## config.mk

```make
export PLATFORM = sky130hd
export DESIGN_NAME = aidc_lite_ahb_arbiter
export DESIGN_NICKNAME = d
export VERILOG_FILES = /design/src/rtl/aidc_lite_ahb_arbiter.sv
export SDC_FILE = /design/constraint.sdc
export NUM_CORES = 1
export LEC_CHECK = 0
export CAP_MARGIN = 5
export CORE_AREA = 2 2 39 41
export DETAILED_ROUTE_END_ITERATION = 8
export DIE_AREA = 0 0 41 43
export PLACE_DENSITY = 0.78
export SYNTH_ARGS = -nofsm -noshare
export SYNTH_HDL_FRONTEND = slang
export SYNTH_SLANG_ARGS = --single-unit
export TNS_END_PERCENT = 50
```

## constraint.sdc

```tcl
create_clock -name clk -period 4.2 [get_ports clk]
set_input_delay 0.63 -clock clk [delete_from_list [all_inputs] [get_ports clk]]
set_output_delay 0.63 -clock clk [all_outputs]
set_load 0.01 [all_outputs]
```

## src/rtl/aidc_lite_ahb_arbiter.sv

```systemverilog
// ============================================================================
// aidc_lite_ahb_arbiter
//
// Purpose:
//   AHB bus arbiter for NUM_MASTERS masters.
//   - Registered one-hot grant.
//   - Fixed-length bursts are never broken.
//   - Locked sequences keep the bus with their owner.
//   - The grant moves only at an arbitration point.
//
// Configuration:
//   AIDC_LITE_ARB_FIXED_PRIO_EN
//     defined   : fixed priority; the lowest requesting index wins.
//     undefined : round-robin. The search starts one past the current owner,
//                 so an owner that is still requesting loses to any other
//                 requester.
//
// Ports:
//   clk          in   rising-edge clock
//   rst          in   asynchronous, active-high reset
//   hbusreq_i    in   [NUM_MASTERS] per-master bus request
//   hlock_i      in   [NUM_MASTERS] per-master locked-transfer request
//   htrans_i     in   [2] muxed HTRANS (00 IDLE, 01 BUSY, 10 NONSEQ, 11 SEQ)
//   hburst_i     in   [3] muxed HBURST
//   hready_i     in   bus HREADY; a beat is accepted when high
//   hgrant_o     out  [NUM_MASTERS] registered one-hot grant
//   hmaster_o    out  [clog2(NUM_MASTERS)] address-phase owner index
//   hmastlock_o  out  current address phase is locked
//   dbg_state_o  out  [2] FSM state (0 OPEN, 1 BURST, 2 LOCK)
//
// Handshake:
//   A beat is accepted on a rising edge where hready_i=1. Stalled beats
//   (hready_i=0) have no effect on the grant, the state or the beat counter.
//   hmaster_o and hmastlock_o advance only on accepted edges.
// ============================================================================
module aidc_lite_ahb_arbiter #(
    parameter int NUM_MASTERS    = 2,
    parameter int DEFAULT_MASTER = 0
) (
    input  logic                           clk,
    input  logic                           rst,
    input  logic [NUM_MASTERS-1:0]         hbusreq_i,
    input  logic [NUM_MASTERS-1:0]         hlock_i,
    input  logic [1:0]                     htrans_i,
    input  logic [2:0]                     hburst_i,
    input  logic                           hready_i,
    output logic [NUM_MASTERS-1:0]         hgrant_o,
    output logic [$clog2(NUM_MASTERS)-1:0] hmaster_o,
    output logic                           hmastlock_o,
    output logic [1:0]                     dbg_state_o
);

    localparam int                     MW      = $clog2(NUM_MASTERS);
    localparam logic [MW-1:0]          DEF_IDX = MW'(DEFAULT_MASTER);
    localparam logic [NUM_MASTERS-1:0] DEF_OH  = NUM_MASTERS'(1) << DEFAULT_MASTER;

    localparam logic [1:0] HT_IDLE   = 2'b00;
    localparam logic [1:0] HT_NONSEQ = 2'b10;
    localparam logic [1:0] HT_SEQ    = 2'b11;
    localparam logic [2:0] HB_SINGLE = 3'b000;

    typedef enum logic [1:0] {
        S_OPEN  = 2'd0,
        S_BURST = 2'd1,
        S_LOCK  = 2'd2
    } state_t;

    state_t                   r_state;
    logic [3:0]               r_beat_cnt;
    logic [MW-1:0]            r_grant_idx;
    logic [NUM_MASTERS-1:0]   r_grant;
    logic [MW-1:0]            r_master;
    logic                     r_mastlock;

    state_t                   w_state_nxt;
    logic [3:0]               w_beat_nxt;
    logic [MW-1:0]            w_grant_idx_nxt;
    logic                     w_arb_point;
    logic [4:0]               w_burst_len;
    logic                     w_pick_found;
    logic [MW-1:0]            w_pick_idx;

    // Fixed burst length.
    // SINGLE and INCR both map to 1: neither opens a counted burst.
    always_comb begin
        case (hburst_i)
            3'b010, 3'b011: w_burst_len = 5'd4;
            3'b100, 3'b101: w_burst_len = 5'd8;
            3'b110, 3'b111: w_burst_len = 5'd16;
            default:        w_burst_len = 5'd1;
        endcase
    end

`ifdef AIDC_LITE_ARB_FIXED_PRIO_EN
    // Fixed priority.
    // The loop walks downward, so the lowest requesting index is the last
    // one written and therefore wins.
    always_comb begin
        w_pick_found = 1'b0;
        w_pick_idx   = DEF_IDX;
        for (int j = NUM_MASTERS - 1; j >= 0; j--) begin
            if (hbusreq_i[j]) begin
                w_pick_found = 1'b1;
                w_pick_idx   = MW'(j);
            end
        end
    end
`else
    // Round-robin.
    // Offsets are walked from farthest to nearest, so the first requester
    // after the owner ends up as the final write. The owner itself sits at
    // offset NUM_MASTERS, which makes it the last choice.
    int            w_rr_sum;
    logic [MW-1:0] w_rr_idx;

    always_comb begin
        w_pick_found = 1'b0;
        w_pick_idx   = DEF_IDX;
        w_rr_sum     = 0;
        w_rr_idx     = '0;
        for (int i = NUM_MASTERS; i >= 1; i--) begin
            w_rr_sum = int'(r_grant_idx) + i;
            if (w_rr_sum >= NUM_MASTERS) begin
                w_rr_sum = w_rr_sum - NUM_MASTERS;
            end
            w_rr_idx = w_rr_sum[MW-1:0];
            if (hbusreq_i[w_rr_idx]) begin
                w_pick_found = 1'b1;
                w_pick_idx   = w_rr_idx;
            end
        end
    end
`endif

    // Next-state logic.
    // Arbitration points:
    //   OPEN/LOCK : hready_i=1 and (IDLE, or an accepted SINGLE NONSEQ, or
    //               the owner has dropped its request).
    //   BURST     : the final accepted SEQ.
    // An accepted fixed-length NONSEQ takes precedence and opens a burst.
    always_comb begin
        w_state_nxt     = r_state;
        w_beat_nxt      = r_beat_cnt;
        w_grant_idx_nxt = r_grant_idx;
        w_arb_point     = 1'b0;

        case (r_state)
            S_BURST: begin
                if (hready_i && htrans_i == HT_SEQ) begin
                    if (r_beat_cnt == 4'd1) begin
                        w_arb_point = 1'b1;
                    end else begin
                        w_beat_nxt = r_beat_cnt - 4'd1;
                    end
                end
            end
            default: begin
                if (hready_i && htrans_i == HT_NONSEQ && w_burst_len > 5'd1) begin
                    w_state_nxt = S_BURST;
                    w_beat_nxt  = 4'(w_burst_len - 5'd1);
                end else if (hready_i &&
                             (htrans_i == HT_IDLE ||
                              (htrans_i == HT_NONSEQ && hburst_i == HB_SINGLE) ||
                              !hbusreq_i[r_grant_idx])) begin
                    w_arb_point = 1'b1;
                end
            end
        endcase

        if (w_arb_point) begin
            w_beat_nxt = 4'd0;
            if (hlock_i[r_grant_idx]) begin
                // A locked owner keeps the bus.
                w_state_nxt = S_LOCK;
            end else begin
                w_state_nxt     = S_OPEN;
                w_grant_idx_nxt = w_pick_found ? w_pick_idx : DEF_IDX;
            end
        end
    end

    always_ff @(posedge clk or posedge rst) begin
        if (rst) begin
            r_state     <= S_OPEN;
            r_beat_cnt  <= 4'd0;
            r_grant_idx <= DEF_IDX;
            r_grant     <= DEF_OH;
            r_master    <= DEF_IDX;
            r_mastlock  <= 1'b0;
        end else begin
            r_state     <= w_state_nxt;
            r_beat_cnt  <= w_beat_nxt;
            r_grant_idx <= w_grant_idx_nxt;
            r_grant     <= NUM_MASTERS'(1) << w_grant_idx_nxt;
            if (hready_i) begin
                r_master   <= r_grant_idx;
                r_mastlock <= hlock_i[r_grant_idx];
            end
        end
    end

    assign hgrant_o    = r_grant;
    assign hmaster_o   = r_master;
    assign hmastlock_o = r_mastlock;
    assign dbg_state_o = r_state;

endmodule
```

==> impl_results.rst, run 1 <==
.. list-table::
   :header-rows: 1

   * - Metric
     - Value
   * - Synthesized area per cell
     - 9.355 um^2
   * - Drt first pass iters
     - 4
   * - Unrepaired setup endpoints after global routing
     - false
   * - Gate Count Post-Synth
     - 65
   * - Count of buffers added by post-CTS timing repair for setup
     - 0
   * - Max Fclk
     - 425.5 MHz
   * - Global-route wire length before repair
     - 1.759 mm
   * - Sequence of cells on the critical path
     - clkdlybuf4s50_1 > nor2_1 > a31oi_1 > o311ai_0 > nand2b_1 > o21ai_0
   * - Netlist area before placement
     - 608.1 um^2
   * - Data required time at the worst endpoint
     - 4.34 ns
   * - Number of global-route vias before repair
     - 446
   * - Number of buffers created by CTS
     - 3
   * - Number of max-slew violations in the final report
     - 0
   * - Worst setup EP type
     - flop
   * - DR vias
     - 544
   * - Core region area
     - 1384 um^2
   * - Count of warnings emitted by yosys
     - 0
   * - Die X
     - 41 um
   * - Worst min path class
     - flop to flop
   * - Post-synthesis cell type with the largest combined area
     - dfrtp_1
   * - Largest delay share family, worst path
     - compound AO/OA/AOI/OAI gates
   * - Buffers from clock root to sink, at most
     - 2
   * - Place WS
     - 1.572 ns
   * - Post-layout util
     - 58.95%
   * - Clock slew at the register clock pins of the worst setup and hold paths
     - 0.07 ns
   * - Die Outline Area
     - 1763 um^2
   * - Top cells by area in the synthesized netlist
     - dfrtp_1 37%, o21ai_0 8.2%, dfstp_2 4.3%
   * - Distinct cells, synth
     - 28
   * - Rows
     - 14
   * - Setup TNS after final layout
     - 0 ns
   * - Arrival time of data at the critical path endpoint
     - 2.49 ns
   * - Source-to-sink clock delay at the later pin of the worst-skew pair
     - 0.26 ns
   * - Pin count of the biggest net entering global routing
     - 11
   * - Leak pwr
     - 0.3493 nW
   * - Sum of internal, switching and leakage power
     - 0.4777 mW
   * - Wirelength per Cell
     - 11.45 um
   * - Quantity of gates resized following cts
     - 0
   * - Root buffer selected by CTS
     - clkbuf_4
   * - Number of levels in the clock H-tree
     - 1
   * - Worst slew pin tran
     - 0.7473 ns
   * - Worst Path Max Fanout
     - 5
   * - Pwr/cell area
     - 585.6 nW/um^2
   * - Sum of buffers and inverters on the critical path
     - 1
   * - Initial detailed-routing violation count
     - 9
   * - I/O pin count
     - 18
   * - Total setup violations reported at the end of the flow
     - 0
   * - Detailed Route WL
     - 1.145 mm
   * - Max-cap violations
     - 0
   * - Biggest cell delay along the critical path
     - 0.69 ns
   * - Number of DRC violations after detailed routing
     - 0
   * - Input/output buffers
     - 17
   * - Final net count
     - 99
   * - Number of endpoints with negative hold slack in the final report
     - 0
   * - Height of the die
     - 43 um
   * - Worst relative slew slack
     - 49.54%
   * - Starting density of the core
     - 43.94%
   * - Clk sink count
     - 10
   * - Most common cell after layout, fill and taps aside
     - clkdlybuf4s50_1
   * - Tmin final
     - 2.350 ns
   * - Share of post-route cells with drive strength above 1
     - 13.10%
   * - CTS Hold Buffers Added
     - 0
   * - Number of antenna violations at the first check in global routing
     - 0
   * - Run status
     - finished clean
   * - Worst setup path class
     - primary input to flop
   * - Nets in the synthesized netlist
     - 79
   * - Peak supply drop
     - 0.2902 mV
   * - Post-route clock period utilization
     - 55.96%
   * - GPL Wtd Cong
     - 0.7302
   * - Layout Area Growth over Synthesis
     - 34.16%
   * - Standard cell with the maximum stage delay on the critical path
     - o311ai_0
   * - Startpoint type of the worst setup path
     - primary input
   * - N_diodes
     - 0
   * - Reg-to-reg setup timing slack
     - 2.31 ns
   * - Average vias per placed instance
     - 5.440
   * - #FFs+latches synth
     - 10
   * - Total grt overflow
     - 0
   * - Antenna Violating Nets Remaining
     - 0
   * - Setup skew after layout
     - 0.006295 ns
   * - Sequential fraction of the synthesis area
     - 41.36%
   * - TritonCTS clock tree
     - built
   * - Overall Global Routing Usage
     - 14.77%
   * - Area share of the largest cell type after synthesis
     - 37.04%
   * - HPWL Detailed
     - 911.2 um
   * - Leading cell types in the layout, fill and taps excluded
     - 17 x clkdlybuf4s50_1, 10 x o21ai_0, 9 x dfrtp_1
   * - Min setup slack post-route
     - 1.850 ns
kinds of logic after synthesis:
| kind of cell | share of synthesized area [%] |
|---|---|
| DFF | 41.36 |
| muxes | 5.144 |
| AOI/OAI and AO/OA | 20.78 |
| and+or+nand+nor | 23.04 |
| adders and majority gates | 4.115 |
| buffers and inverters | 5.555 |
stage by stage:
step | hold WS [ns] | area (um^2) | instances
finish | 0.5196 | 815.8 | 100
global route | 0.5478 | 815.8 | 100
CTS | 0.5241 | 815.8 | 100
detailed placement | 0.5055 | 779.5 | 96
global placement | 0.4990 | 779.5 | 96
floorplan | 0.4695 | 608.1 | 65
cell usage after synthesis:
master / n
o21ai_0: 10
dfrtp_1: 9
nand2_1: 7
nor2_1: 6
inv_1: 4
a21oi_1: 3
ha_1: 2
mux2i_1: 2
nand2b_1: 2
nor3b_1: 2
a21boi_0: 1
a2bb2oi_2: 1
a31oi_1: 1
a32oi_1: 1
and2b_2: 1
and3_1: 1
and4bb_2: 1
buf_4: 1
buf_6: 1
dfstp_2: 1
mux2_2: 1
nand3_1: 1
nand3b_1: 1
nor3_1: 1
o221ai_2: 1
o311ai_0: 1
or2b_2: 1
or4b_1: 1
metal layers:
| metal | wire [um] | track usage [%] | vias up |
|---|---|---|---|
| met5 | 0 | 0 | - |
| met4 | 31 | 8.000 | 0 |
| met1 | 535 | 21.03 | 244 |
| met2 | 500 | 20.31 | 21 |
| met3 | 78 | 3.141 | 5 |
| li1 | - | - | 274 |
layout make-up:
cell class / count / area, um^2
inverter: 4 / 15.01
clock buffer: 4 / 36.28
tap: 16 / 20.02
multi-input combinational: 49 / 322.8
fill: 133 / 568.0
sequential: 10 / 251.5
timing repair buffer: 17 / 170.2
where the power goes:
part           total, mW  leakage [nW]  internal [mW]  switching [mW]
Sequential         0.170         0.114          0.137          0.0332
Clock             0.0847        0.0210         0.0526          0.0321
Combinational      0.223         0.214          0.115           0.107
flip-flops by register name, summed over array words and instances, names as in the netlist:
name,cells
hgrant_o,2
dbg_state_o,2
hmastlock_o,1
r_beat_cnt,4
hmaster_o,1
final timing paths:
path | startpoint | endpoint | cells past startpoint
min in group asynchronous | rst | r_beat_cnt[2] | 2
worst min-delay path | hmaster_o | hmaster_o | 1
worst min register to register | hmaster_o | hmaster_o | 1
worst max-delay path | hburst_i[2] | r_beat_cnt[2] | 6
max in group asynchronous | rst | hgrant_o[0] | 2
worst max register to register | hgrant_o[1] | hgrant_o[0] | 5
Note: power is estimated with default switching activity, not from simulation.
==> run 2, diff against run 1 <==
Settings changed: CORE_AREA 2 2 39 41 to 2 2 41 43, DIE_AREA 0 0 41 43 to 0 0 43 45, PLACE_DENSITY 0.78 to 0.71.
Clock period 4.2 ns to 2.4 ns, I/O delays scaled along.
==> impl_results.rst, run 2 (synthesized netlist as in run 1, its figures left out) <==
.. list-table::
   :header-rows: 1

   * - Metric
     - Value
   * - Worst Path Max Fanout
     - 5
   * - Die X
     - 43 um
   * - Clock slew at the register clock pins of the worst setup and hold paths
     - 0.07 ns
   * - Final net count
     - 100
   * - Data required time at the worst endpoint
     - 2.58 ns
   * - Global-route wire length before repair
     - 2.014 mm
   * - Die Outline Area
     - 1935 um^2
   * - Post-route insts no fill
     - 101
   * - Antenna Violating Nets Remaining
     - 0
   * - Share of post-route cells with drive strength above 1
     - 12.94%
   * - Area of all placed cells without fillers
     - 813.3 um^2
   * - Core region area
     - 1471 um^2
   * - Overall Global Routing Usage
     - 13.93%
   * - Starting density of the core
     - 41.33%
   * - Startpoint type of the worst setup path
     - primary input
   * - Post-placement cell area
     - 787.0 um^2
   * - Layout Area Growth over Synthesis
     - 33.74%
   * - Worst min path class
     - primary input to async pin
   * - Pwr/cell area
     - 1001 nW/um^2
   * - Internal power
     - 0.5119 mW
   * - Power share of the clock group
     - 14.0%
   * - Worst setup path class
     - primary input to flop
   * - Sequential cell fraction of total power
     - 36.4%
   * - Number of global-route vias before repair
     - 506
   * - Tmin final
     - 1.938 ns
   * - HPWL Detailed
     - 954.9 um
   * - DR vias
     - 544
   * - Number of levels in the clock H-tree
     - 1
   * - Number of antenna violations at the first check in global routing
     - 0
   * - Source-to-sink clock delay at the later pin of the worst-skew pair
     - 0.25 ns
   * - I/O pin count
     - 18
   * - Worst r2r src
     - hgrant_o[1]
   * - Pin count of the biggest net entering global routing
     - 11
   * - Rows
     - 14
   * - Average vias per placed instance
     - 5.386
   * - TritonCTS clock tree
     - built
   * - Cell count after placement
     - 97
   * - Quantity of gates resized following cts
     - 0
   * - Most flop-heavy register
     - r_beat_cnt
   * - Final Hold Slack
     - 0.3705 ns
   * - Unrepaired setup endpoints after global routing
     - false
   * - Run status
     - finished clean
   * - N_diodes
     - 0
   * - Peak supply drop
     - 0.4835 mV
   * - Wirelength per Cell
     - 11.85 um
   * - Worst reg2reg endpoint
     - hgrant_o[0]
   * - Switching power
     - 0.3018 mW
   * - Max Fclk
     - 516.0 MHz
   * - CTS Hold Buffers Added
     - 0
   * - Worst setup EP type
     - flop
   * - Root buffer selected by CTS
     - clkbuf_4
   * - Setup TNS after final layout
     - 0 ns
   * - GPL Wtd Cong
     - 0.6739
   * - Initial detailed-routing violation count
     - 10
   * - Reg-to-reg setup timing slack
     - 0.48 ns
   * - Number of DRC violations after detailed routing
     - 0
   * - Number of buffers created by CTS
     - 3
   * - Largest register FFs
     - 4
   * - Clk sink count
     - 10
   * - Depth of the worst register-to-register path
     - 5
   * - Portion of total power attributed to combinational logic
     - 49.6%
   * - Leak pwr
     - 0.3478 nW
   * - Number of endpoints with negative hold slack in the final report
     - 0
   * - Most common cell after layout, fill and taps aside
     - clkdlybuf4s50_1
   * - Post-layout util
     - 55.27%
   * - Leading cell types in the layout, fill and taps excluded
     - 17 x clkdlybuf4s50_1, 10 x o21ai_0, 9 x dfrtp_1
   * - Proportion of total power due to net switching
     - 37.09%
   * - Height of the die
     - 45 um
   * - Post-route clock period utilization
     - 80.75%
   * - Total setup violations reported at the end of the flow
     - 0
   * - Detailed Route WL
     - 1.197 mm
   * - Total grt overflow
     - 0
   * - Buffers from clock root to sink, at most
     - 2
   * - Worst relative slew slack
     - 71.42%
   * - Drt first pass iters
     - 4
   * - Input/output buffers
     - 17
   * - Setup skew after layout
     - 0.007861 ns
   * - Worst slew pin tran
     - 0.4233 ns
   * - Number of max-slew violations in the final report
     - 0
   * - Count of buffers added by post-CTS timing repair for setup
     - 0
   * - Max-cap violations
     - 0
   * - Arrival time of data at the critical path endpoint
     - 2.11 ns
==> run 2: cell types whose count changed in the layout (fill, tap and decap cells not counted) <==
| cell | change |
|---|---|
| buf_4 | +1 |
| clkbuf_1 | +1 |
| clkbuf_8 | -1 |
==> run 2: cell type report <==
class,instances,area (um^2)
tap,16,20.02
multi-input combinational,49,322.8
timing repair buffer,18,177.7
fill,140,658.1
inverter,4,15.01
clock buffer,4,26.28
sequential,10,251.5
==> run 2: power groups by stage <==
stage / Combinational (mW) / Sequential (mW) / Clock [mW]
floorplan: 0.270 / 0.303 / 0
global placement: 0.411 / 0.297 / 0
detailed placement: 0.405 / 0.298 / 0
CTS: 0.406 / 0.296 / 0.119
global route: 0.458 / 0.307 / 0.130
finish: 0.404 / 0.296 / 0.114
==> run 2: per-layer routing <==
| metal | track usage [%] | vias to the layer above | part of all wire, % |
|---|---|---|---|
| met4 | 6.667 | 0 | 1.1 |
| met5 | 0 | - | 0 |
| met1 | 17.38 | 251 | 46 |
| li1 | - | 274 | - |
| met3 | 3.200 | 4 | 6.6 |
| met2 | 23.03 | 15 | 47 |
==> run 2: worst max-delay path: stages <==
cell             delay [ns]
clkdlybuf4s50_1        0.44
mux2i_1                0.30
o221ai_2               0.17
a2bb2oi_2              0.18
or4b_1                 0.49
and3_1                 0.17
==> run 2: metrics by stage <==
step | setup slack (ns) | total power, mW
after floorplan | 0.7014 | 0.5737
after global placement | 0.2357 | 0.7079
after detailed placement | 0.2025 | 0.7022
after CTS | 0.4589 | 0.8212
after global routing | 0.3799 | 0.8947
final | 0.4619 | 0.8138
==> run 2: worst max-delay path by stage <==
stage / start / to / slack [ns] / cells past startpoint
3_5_place_dp: hbusreq_i[1] / hgrant_o[0] / 0.20 / 6
2_1_floorplan: hgrant_o[1] / hgrant_o[0] / 0.70 / 5
4_1_cts: hbusreq_i[1] / hgrant_o[0] / 0.46 / 6
3_3_place_gp: hbusreq_i[1] / hgrant_o[0] / 0.24 / 6
5_1_grt: hgrant_o[1] / hgrant_o[0] / 0.38 / 5
6_report: hbusreq_i[1] / hgrant_o[0] / 0.46 / 6
==> run 3, diff against run 2 <==
Settings changed: CORE_AREA 2 2 41 43 to 2 2 42 44, DIE_AREA 0 0 43 45 to 0 0 44 46.
Clock period 2.4 ns to 1.6 ns, I/O delays scaled along.
==> impl_results.rst, run 3 (synthesized netlist as in run 1, its figures left out) <==
.. list-table::
   :header-rows: 1

   * - Metric
     - Value
   * - Run status
     - finished, violations left
   * - Violations in the final reports
     - setup timing
   * - Internal power
     - 0.9044 mW
   * - DR vias
     - 584
   * - Wirelength per Cell
     - 12.27 um
   * - Worst setup EP type
     - flop
   * - Most flop-heavy register
     - r_beat_cnt
   * - Max Fclk
     - 580.7 MHz
   * - Area occupied by registers
     - 251.5 um^2
   * - GPL Wtd Cong
     - 0.7855
   * - Worst r2r src
     - hgrant_o[1]
   * - Post-route clock period utilization
     - 107.6%
   * - Number of endpoints with negative hold slack in the final report
     - 0
   * - Pwr/cell area
     - 1511 nW/um^2
   * - Total area of multi-input combinational cells
     - 337.8 um^2
   * - Total grt overflow
     - 0
   * - Rows
     - 15
   * - Pin count of the biggest net entering global routing
     - 11
   * - Number of antenna violations at the first check in global routing
     - 0
   * - HPWL Detailed
     - 1.085 mm
   * - CTS Hold Buffers Added
     - 0
   * - Final net count
     - 111
   * - Place WS
     - -0.3739 ns
   * - TritonCTS clock tree
     - built
   * - Worst relative slew slack
     - 75.97%
   * - Share of post-route cells with drive strength above 1
     - 28.13%
   * - Switching power
     - 0.4961 mW
   * - I/O pin count
     - 18
   * - Largest register FFs
     - 4
   * - Number of global-route vias before repair
     - 524
   * - Cell count after placement
     - 107
   * - Arrival time of data at the critical path endpoint
     - 1.92 ns
   * - Max-cap violations
     - 0
   * - Worst min path class
     - primary input to async pin
   * - Number of max-slew violations in the final report
     - 0
   * - Launching element of the worst setup path
     - hgrant_o[1]
   * - Global-route wire length before repair
     - 2.139 mm
   * - Setup skew after layout
     - 0.0006786 ns
   * - Input/output buffers
     - 17
   * - Drt first pass iters
     - 4
   * - Unrepaired setup endpoints after global routing
     - true
   * - Standard cell with the maximum stage delay on the critical path
     - or4b_4
   * - Overall Global Routing Usage
     - 15.30%
   * - Min setup slack post-route
     - -0.1221 ns
   * - Leak pwr
     - 0.4150 nW
   * - Total setup violations reported at the end of the flow
     - 6
   * - Most common cell after layout, fill and taps aside
     - clkdlybuf4s50_1
   * - Tmin final
     - 1.722 ns
   * - Source-to-sink clock delay at the later pin of the worst-skew pair
     - 0.27 ns
   * - Startpoint type of the worst setup path
     - flop
   * - Post-route insts no fill
     - 113
   * - Reg-to-reg setup timing slack
     - -0.12 ns
   * - N_diodes
     - 0
   * - Antenna Violating Nets Remaining
     - 0
   * - Worst Path Max Fanout
     - 5
   * - Detailed Route WL
     - 1.386 mm
   * - Fill cell count
     - 150
   * - Core region area
     - 1614 um^2
   * - Die X
     - 44 um
   * - Clock slew at the register clock pins of the worst setup and hold paths
     - 0.06 ns
   * - Data required time at the worst endpoint
     - 1.80 ns
   * - Root buffer selected by CTS
     - clkbuf_4
   * - Layout Area Growth over Synthesis
     - 52.47%
   * - Biggest cell delay along the critical path
     - 0.49 ns
   * - Buffers from clock root to sink, at most
     - 2
   * - Final Hold Slack
     - 0.2382 ns
   * - Sequential cell fraction of total power
     - 30.4%
   * - Die Outline Area
     - 2024 um^2
   * - Initial detailed-routing violation count
     - 7
   * - Worst slew pin tran
     - 0.3549 ns
   * - Post-layout util
     - 57.44%
   * - Clk sink count
     - 10
   * - Number of buffers created by CTS
     - 3
   * - Peak supply drop
     - 0.6653 mV
   * - Power share of the clock group
     - 16.0%
   * - Height of the die
     - 46 um
   * - Leading cell types in the layout, fill and taps excluded
     - 15 x clkdlybuf4s50_1, 12 x buf_4, 9 x dfrtp_1
   * - Number of levels in the clock H-tree
     - 1
   * - Average vias per placed instance
     - 5.168
   * - Worst setup path class
     - flop to flop
   * - Sequence of cells on the critical path
     - mux2i_2 > o221ai_2 > a2bb2oi_2 > or4b_4 > and3_4
   * - Proportion of total power due to net switching
     - 35.42%
   * - Starting density of the core
     - 37.67%
   * - Portion of total power attributed to combinational logic
     - 53.6%
   * - Number of DRC violations after detailed routing
     - 0
run 3: changes by cell type in the layout (fill, tap and decap cells not counted), sizes merged:
| cell | before | now |
|---|---|---|
| buf | 1 | 12 |
| clkdlybuf4s50 | 17 | 15 |
| dlymetal6s2s | 0 | 2 |
run 3: critical path: cells and delay by family, from the launching register on:
| family | cells | cell delay [ns] |
|---|---|---|
| AND/OR/NAND/NOR | 2 | 0.65 |
| flip-flops | 1 | 0.39 |
| AO/OA/AOI/OAI | 2 | 0.31 |
| multiplexers | 1 | 0.31 |
run 3: metal layers:
| layer | part of all wire, % | track usage, % | up-vias |
|---|---|---|---|
| met5 | 0 | 0 | - |
| met3 | 6.5 | 1.984 | 5 |
| li1 | - | - | 296 |
| met4 | 3.5 | 12.73 | 0 |
| met1 | 40 | 18.07 | 258 |
| met2 | 49 | 24.71 | 25 |
run 3: layout make-up:
type / instances / share of cell area, %
Tap cell: 17 / 2.294
Sequential cell: 10 / 27.13
Multi-Input combinational cell: 49 / 36.44
Timing Repair Buffer: 29 / 28.61
Clock buffer: 4 / 3.914
Inverter: 4 / 1.619
run 3: per-stage QoR:
stage	total power [mW]	setup TNS (ns)	instance area [um^2]
2_1_floorplan	0.8644	-0.07470	611.8
3_3_place_gp	1.129	-2.378	859.6
3_5_place_dp	1.147	-2.357	859.6
4_1_cts	1.399	-0.1489	905.9
5_1_grt	1.520	-0.5731	927.1
6_report	1.400	-0.2573	927.1
run 3: worst paths after layout:
kind / end / cells past startpoint
worst max-delay path: hgrant_o[0] / 5
worst min-delay path: r_beat_cnt[3] / 2
worst max register to register: hgrant_o[0] / 5
worst min register to register: hmaster_o / 1
max in group asynchronous: hgrant_o[0] / 2
min in group clk: hmaster_o / 1
run 3: timing repair:
item / in CTS / in global routing
resized for setup: 5 / 5
buffers inserted: 1 / 1
endpoints found under the setup margin: 6 / 8
hold endpoints to repair: 0 / 0
run 3: power by group through the flow:
stage	clock, mW	combinational [mW]	sequential (mW)
floorplan	0	0.408	0.456
global placement	0	0.699	0.430
detailed placement	0	0.717	0.431
CTS	0.230	0.741	0.427
global route	0.240	0.841	0.439
finish	0.224	0.751	0.426
